[config.mk]
export PLATFORM = sky130hd
export DESIGN_NAME = gpio_reg_arbiter
export DESIGN_NICKNAME = d
export VERILOG_FILES = /design/src/rtl/gpio_reg_arb_pkg.sv /design/src/rtl/gpio_reg_arb_rr_pick.sv /design/src/rtl/gpio_reg_arbiter.sv
export SDC_FILE = /design/constraint.sdc
export NUM_CORES = 1
export LEC_CHECK = 0
export ABC_CLOCK_PERIOD_IN_PS = 1850
export CORE_MARGIN = 2
export CORE_UTILIZATION = 33
export CTS_BUF_LIST = sky130_fd_sc_hd__clkbuf_2 sky130_fd_sc_hd__clkbuf_4 sky130_fd_sc_hd__clkbuf_8
export DETAILED_ROUTE_END_ITERATION = 12
export PLACE_DENSITY = 0.85
export REMOVE_ABC_BUFFERS = 1
export SLEW_MARGIN = 15
export SYNTH_ARGS = -nofsm -noshare
export SYNTH_HDL_FRONTEND = slang
export SYNTH_SLANG_ARGS = --single-unit
[constraint.sdc]
create_clock -name clk_i -period 1.85 [get_ports clk_i]
set_input_delay 0.185 -clock clk_i [delete_from_list [all_inputs] [get_ports clk_i]]
set_output_delay 0.185 -clock clk_i [all_outputs]
set_load 0.005 [all_outputs]
[src/rtl/gpio_reg_arb_pkg.sv]
// Shared types for the gpio register-bus arbiter: FSM states, reg-bus structs, index width helper.
package gpio_reg_arb_pkg;

  typedef enum logic {IDLE, BUSY} state_e;

  typedef struct packed {
    logic [31:0] addr;
    logic        write;
    logic [31:0] wdata;
    logic [3:0]  wstrb;
    logic        valid;
  } reg_req_t;

  typedef struct packed {
    logic [31:0] rdata;
    logic        error;
    logic        ready;
  } reg_rsp_t;

  // Index width for n items; a single item still gets one bit so ports never collapse.
  function automatic int idx_width(input int n);
    return (n > 1) ? $clog2(n) : 1;
  endfunction

endpackage

[src/rtl/gpio_reg_arb_rr_pick.sv]
// Combinational rotate-priority picker: first set bit of valid searching from ptr upward, wrapping.
module gpio_reg_arb_rr_pick
  import gpio_reg_arb_pkg::*;
#(
  parameter int NumReq = 2,
  parameter int IdxW   = idx_width(NumReq)
) (
  input  logic [NumReq-1:0] valid,
  input  logic [IdxW-1:0]   ptr,
  output logic [IdxW-1:0]   idx,
  output logic              found
);

  int j;

  // Scan from the farthest slot back to ptr so the closest requester overwrites earlier hits.
  always_comb begin
    idx   = '0;
    found = 1'b0;
    j     = 0;
    for (int k = NumReq - 1; k >= 0; k--) begin
      j = int'(ptr) + k;
      if (j >= NumReq) j = j - NumReq;
      if (valid[IdxW'(j)]) begin
        idx   = IdxW'(j);
        found = 1'b1;
      end
    end
  end

endmodule

[src/rtl/gpio_reg_arbiter.sv]
// Round-robin arbiter sharing one gpio register-bus target among NumReq requesters.
// Optional BUSY timeout with forced error response when GPIO_REG_ARB_TIMEOUT_EN is defined.
module gpio_reg_arbiter
  import gpio_reg_arb_pkg::*;
#(
  parameter int NumReq        = 2,
  parameter int TimeoutCycles = 256
) (
  input  logic                          clk_i,
  input  logic                          rst_i,
  input  reg_req_t [NumReq-1:0]         req_i,
  output reg_rsp_t [NumReq-1:0]         rsp_o,
  output reg_req_t                      slv_req_o,
  input  reg_rsp_t                      slv_rsp_i,
  output logic [idx_width(NumReq)-1:0]  gnt_idx_o,
  output logic                          busy_o
);

  localparam int IdxW = idx_width(NumReq);

  if (NumReq < 1 || TimeoutCycles < 2) begin : g_param_check
    $error("gpio_reg_arbiter: NumReq must be >= 1 and TimeoutCycles >= 2");
  end

  state_e            state;
  logic [IdxW-1:0]   ptr;
  logic [IdxW-1:0]   gnt;
  logic [IdxW-1:0]   pick_idx;
  logic              pick_found;
  logic [NumReq-1:0] req_valid;
  logic              timeout;
  logic              done;

  always_comb begin
    req_valid = '0;
    for (int i = 0; i < NumReq; i++) req_valid[i] = req_i[i].valid;
  end

  gpio_reg_arb_rr_pick #(
    .NumReq (NumReq),
    .IdxW   (IdxW)
  ) u_pick (
    .valid (req_valid),
    .ptr   (ptr),
    .idx   (pick_idx),
    .found (pick_found)
  );

`ifdef GPIO_REG_ARB_TIMEOUT_EN
  localparam int CntW = idx_width(TimeoutCycles);
  logic [CntW-1:0] cnt;

  // Held at zero while idle, so the first BUSY cycle always counts from 0.
  always_ff @(posedge clk_i or posedge rst_i) begin
    if (rst_i) begin
      cnt <= '0;
    end else if (state == IDLE) begin
      cnt <= '0;
    end else if (!slv_rsp_i.ready) begin
      cnt <= cnt + 1'b1;
    end
  end

  assign timeout = (state == BUSY) && (cnt == CntW'(TimeoutCycles - 1));
`else
  assign timeout = 1'b0;
`endif

  assign done = (state == BUSY) && (slv_rsp_i.ready || timeout);

  always_ff @(posedge clk_i or posedge rst_i) begin
    if (rst_i) begin
      state     <= IDLE;
      ptr       <= '0;
      gnt       <= '0;
      slv_req_o <= '0;
    end else begin
      case (state)
        IDLE: begin
          if (pick_found) begin
            slv_req_o       <= req_i[pick_idx];
            slv_req_o.valid <= 1'b1;
            gnt             <= pick_idx;
            state           <= BUSY;
          end
        end
        BUSY: begin
          if (done) begin
            slv_req_o.valid <= 1'b0;
            ptr             <= (gnt == IdxW'(NumReq - 1)) ? '0 : gnt + 1'b1;
            state           <= IDLE;
          end
        end
        default: state <= IDLE;
      endcase
    end
  end

  // Only the granted port sees the target response; a timeout overrides it with an error.
  always_comb begin
    rsp_o = '0;
    if (state == BUSY) begin
      rsp_o[gnt] = slv_rsp_i;
      if (timeout && !slv_rsp_i.ready) begin
        rsp_o[gnt].rdata = '0;
        rsp_o[gnt].error = 1'b1;
        rsp_o[gnt].ready = 1'b1;
      end
    end
  end

  assign gnt_idx_o = gnt;
  assign busy_o    = (state == BUSY);

endmodule

Word level (Yosys, flattened, before mapping)
Index checks and enable logic that the tools add are counted. W data, S select, Z words.

Bitwise logic cells: 2. $lt $le $gt $ge: 7. Muxes and demuxes: 22. Equality and inequality tests: 2. Reduce and logical (&&, ||, !) cells: 5. Add/subtract/negate cells: 4.

Operators by type and width (number): $mux W70 (2); $and A68 B68 Y68 (1); $mux W68 (1); $demux W34 S1 (1); $mux W34 (1); $mux W1 (15); $lt A1 B3 Y1 const B (2); $reduce_and A2 Y1 (3); $lt A1 B2 Y1 const B (2); $pmux W1 S2 (2); $add A1 B1 Y2 const B (1); $ge A1 B2 Y1 const B (1); $ge A2 B2 Y1 const B (1); $logic_and A1 B1 Y1 (2); $ne A2 B1 Y1 const B (1); $ne A2 B2 Y1 const B (1); $sub A1 B1 Y1 const B (2); $add A1 B1 Y1 const B (1); $ge A1 B1 Y1 const B (1); $not A1 Y1 (1).

Logic and storage cells: 50. Register bits: 73. Input port bits: 176. Output and inout bits: 140.

Depth between registers and ports, before layout
Word-level depth: 10. Gate-level depth with buffers: 4. Gate-level depth less buffers: 2.

By module
Synthesis repeated with hierarchy kept, for this count alone.

Cell total of the unflattened synthesis: 319. Area total of the unflattened synthesis: 4327.9 sq um.

By module, submodules not included: gpio_reg_arbiter (sequential area each 1826.8 sq um, times used 1, cells an instance 317, area each 4314.1 sq um); gpio_reg_arb_rr_pick (sequential area each 0.0 sq um, times used 1, cells an instance 2, area each 13.8 sq um).

Worst setup path after synthesis
Ideal clock, no wire load.

Kind: register to register. Start: register state, in the netlist busy_o. End: register gnt, in the netlist gnt_idx_o. Data arrival time: 1209 ps. Setup time: 125 ps. Clock period less this slack: 1334 ps. Required time: 1725 ps. Cell stages (with the launch flop): 5. Path buffers: 2. Path slack: 516 ps. Cell sequence: dfrtp_1 > nor2b_1 > buf_2 > buf_4 > mux2_2.

Cells in the longest elaborated chain, start to end: 2.

RTL lines: start: declaration (RTL line gpio_reg_arbiter.sv:25) `state_e state;`; start signal: assignment (RTL line gpio_reg_arbiter.sv:73) `state <= IDLE;`; start signal: assignment (RTL line gpio_reg_arbiter.sv:84) `state <= BUSY;`; start signal: assignment (RTL line gpio_reg_arbiter.sv:91) `state <= IDLE;`; $not A1 Y1 (no line); $reduce_and A2 Y1 (no line); end signal: assignment (RTL line gpio_reg_arbiter.sv:83) `gnt <= pick_idx;`; end: declaration (RTL line gpio_reg_arbiter.sv:27) `logic [IdxW-1:0] gnt;`.

Every way passes these cells. A chain may end at the register's enable or synchronous reset.

==> results_dict.tcl <==
set metrics [dict create \
    crit_slowest_cell "clkdlybuf4s50_1" \
    wl_per_cell_microns 18.0 \
    grt_pass1_wl_microns 21200 \
    diodes 0 \
    cp_data_required_time_ps 1660 \
    endpoint_kind "primary output" \
    min_from "slv_req_o[21]" \
    worst-setup-path-type "register to primary output" \
    rsz0062_at_grt "yes" \
    drv_cap 0 \
    ant_nets 0 \
    reg2reg_setup_slack_ps 230 \
    min_path_cells 1 \
    status "completed" \
    drtIter0Drc 155 \
    cts_tree "built" \
    final.setup_skew_ps 9.56 \
    ys_ff_latch 73 \
    viasPerCell 4.63 \
    synth.distinct_cells 17 \
    finalCritPeriodShare 0.980 \
    nFillCells 1062 \
    worst_slew_pin_slew_ps 311 \
    syn-instance-count 317 \
    track_usage 0.185 \
    routed_wirelength_microns 14800 \
    gp_congestion 0.888 \
    initial_utilization 0.335 \
    crit-reg2reg-launch "ptr" \
    powerDensity_mw_per_mm2 1170 \
    yosysWarnings 0 \
    dp_hpwl_microns 11400 \
    drt-pass1-iter-count 6 \
    portBuffers 314 \
    cts_buffers 9 \
    drive_above_1_share 0.288 \
    clock_sinks 73 \
    crit_fanout 38 \
    startpoint_type "register" \
    relSlewSlack 0.792 \
    crit_chain "buf_12 -> and3_1 -> clkdlybuf4s50_1" \
    nets 814 \
    drc 0 \
    die_h_microns 122 \
    final_hold_viol_count 0 \
    cts.clk_slew.worst_paths_ps 80 \
    core.rowCount 43 \
    syn_avg_cell_area_sq_um 14.5 \
    p_leak_nw 4.32 \
    dr_total_vias 3807 \
    timing.rr.end "slv_req_o[54]" \
    drv_slew 0 \
    die_x_microns 122 \
    hold_ws_ps 511 \
    ioPinCount 316 \
    grt_max_degree 49 \
    slowest_delay_ps 520 \
    core_sq_mm 0.0137 \
    fin_setup_tns_ps 0 \
    syn2layout_area_growth_pct 83.3 \
    reg2regPathDepth 3 \
    yosysSeqAreaShare 0.398 \
    ir_drop_v 0.000557 \
    cts_htree_levels 3 \
    arrival_ps 1630 \
    hold_path_end "slv_req_o[21]" \
    finalCriticalPeriod_ps 1810 \
    clock_latency_ps 330 \
    cts_root_buf "clkbuf_8" \
    synth_area_sq_mm 0.00459 \
    hold_path_class "register to register" \
    antenna_found_initial 0 \
    max_freq_mhz 552 \
    dieArea_sq_mm 0.0149 \
    setup_slack_ps 37.3 \
    startpoint "gnt_idx_o" \
    cts.path.max_buffers 2 \
    pre_cts_slack_ps 98.3 \
    grt_pass1_vias 3900 \
    setup_viol 0 \
    grt_overflow_total 0 \
]
[how the worst max path moves through the flow]
stage | end | slack (ps)
5_1_grt | rsp_o[46] | -40
4_1_cts | rsp_o[14] | -90
3_3_place_gp | slv_req_o[4] | 130
3_5_place_dp | slv_req_o[10] | 100
6_report | rsp_o[37] | 40
2_1_floorplan | gnt_idx_o | -4530
[cells in the final DEF, fill, tap and decap left out]
cell type and count:
clkdlybuf4s50_1 252, mux2_4 136, dfrtp_1 70, and3_1 34
and2_1 32, dlymetal6s2s_1 31, clkdlybuf4s15_1 21, buf_12 10
clkbuf_8 9, buf_4 9, dlygate4sd2_1 8, nor2_1 3
mux2_2 3, bufinv_16 3, nor2b_4 2, nand2_1 2
dfrtp_2 2, clkbuf_16 2, clkbuf_2 2, inv_1 1
a21o_1 1, clkinv_2 1, a22o_1 1, o2bb2ai_1 1
clkinv_4 1, inv_6 1, clkinvlp_4 1, clkbuf_4 1
dlygate4sd3_1 1, dfrtp_4 1, buf_6 1
[worst max-delay path, delay by kind of cell (launching register included)]
family | cells | cell delay [ps]
buf+inv | 2 | 700
simple gates | 1 | 170
flops | 1 | 420
[power breakdown]
part	internal (mW)	switching [mW]	total [mW]
sequential	2.30	0.498	2.80
clock	0.919	0.614	1.53
combinational	3.84	1.69	5.53
[what timing repair did]
action / in CTS / in global routing
hold buffers: 1 / 0
cloned: 0 / 2
buffers inserted: 1 / 2
endpoints found under the hold margin: 1 / 0
gates resized for setup: 35 / 63
setup endpoints to repair: 69 / 37
[synth_stat cells]
library cell | count | share of area
nor2b_1 | 2 | 0.0027
mux2_2 | 3 | 0.0074
and2_1 | 32 | 0.044
inv_1 | 2 | 0.0016
and3_1 | 34 | 0.046
nor2_1 | 3 | 0.0025
o2bb2ai_1 | 1 | 0.0019
mux2_4 | 136 | 0.44
buf_6 | 2 | 0.0049
buf_8 | 6 | 0.020
a22o_1 | 1 | 0.0019
nand2_1 | 2 | 0.0016
dfrtp_1 | 73 | 0.40
clkbuf_1 | 11 | 0.0090
a21o_1 | 1 | 0.0016
buf_2 | 1 | 0.0011
buf_4 | 7 | 0.011
[cell families (layout without fill, tap and decap cells)]
kind of cell / Yosys count / count (layout) / synth area share
compound gates: 3 / 3 / 0.00545
buf+inv: 29 / 355 / 0.0477
flops: 73 / 73 / 0.398
mux: 139 / 139 / 0.452
simple gates: 73 / 73 / 0.0968
[sequential cells by signal, summed over array words and instances, names as in the netlist]
name       flops
ptr            1
gnt_idx_o      1
slv_req_o     70
busy_o         1
[area by class of cell]
| type | count | area [sq um] | area share |
|---|---|---|---|
| Clock buffer | 10 | 131 | 0.0156 |
| Inverter | 2 | 8.76 | 0.00104 |
| Clock inverter | 6 | 115 | 0.0137 |
| Multi-Input combinational cell | 215 | 2560 | 0.304 |
| Sequential cell | 73 | 1830 | 0.218 |
| Timing Repair Buffer | 337 | 3540 | 0.421 |
| Tap cell | 180 | 225 | 0.0268 |
[per-stage QoR]
stage	power, mW	utilization	std cells	area (sq um)
4_1_cts	9.86	0.600	819	8230
2_1_floorplan	5.35	-	290	4380
3_5_place_dp	8.31	0.582	801	7990
6_report	9.86	0.613	823	8410
5_1_grt	10.4	0.613	823	8410
3_3_place_gp	8.16	0.582	801	7990
[metal layers]
layer | part of all wire | global-route usage
met1 | 0.40 | 0.226
met2 | 0.52 | 0.327
met3 | 0.060 | 0.0435
met4 | 0.013 | 0.0474
met5 | 0 | 0
Note: power is estimated with default switching activity, not from simulation.
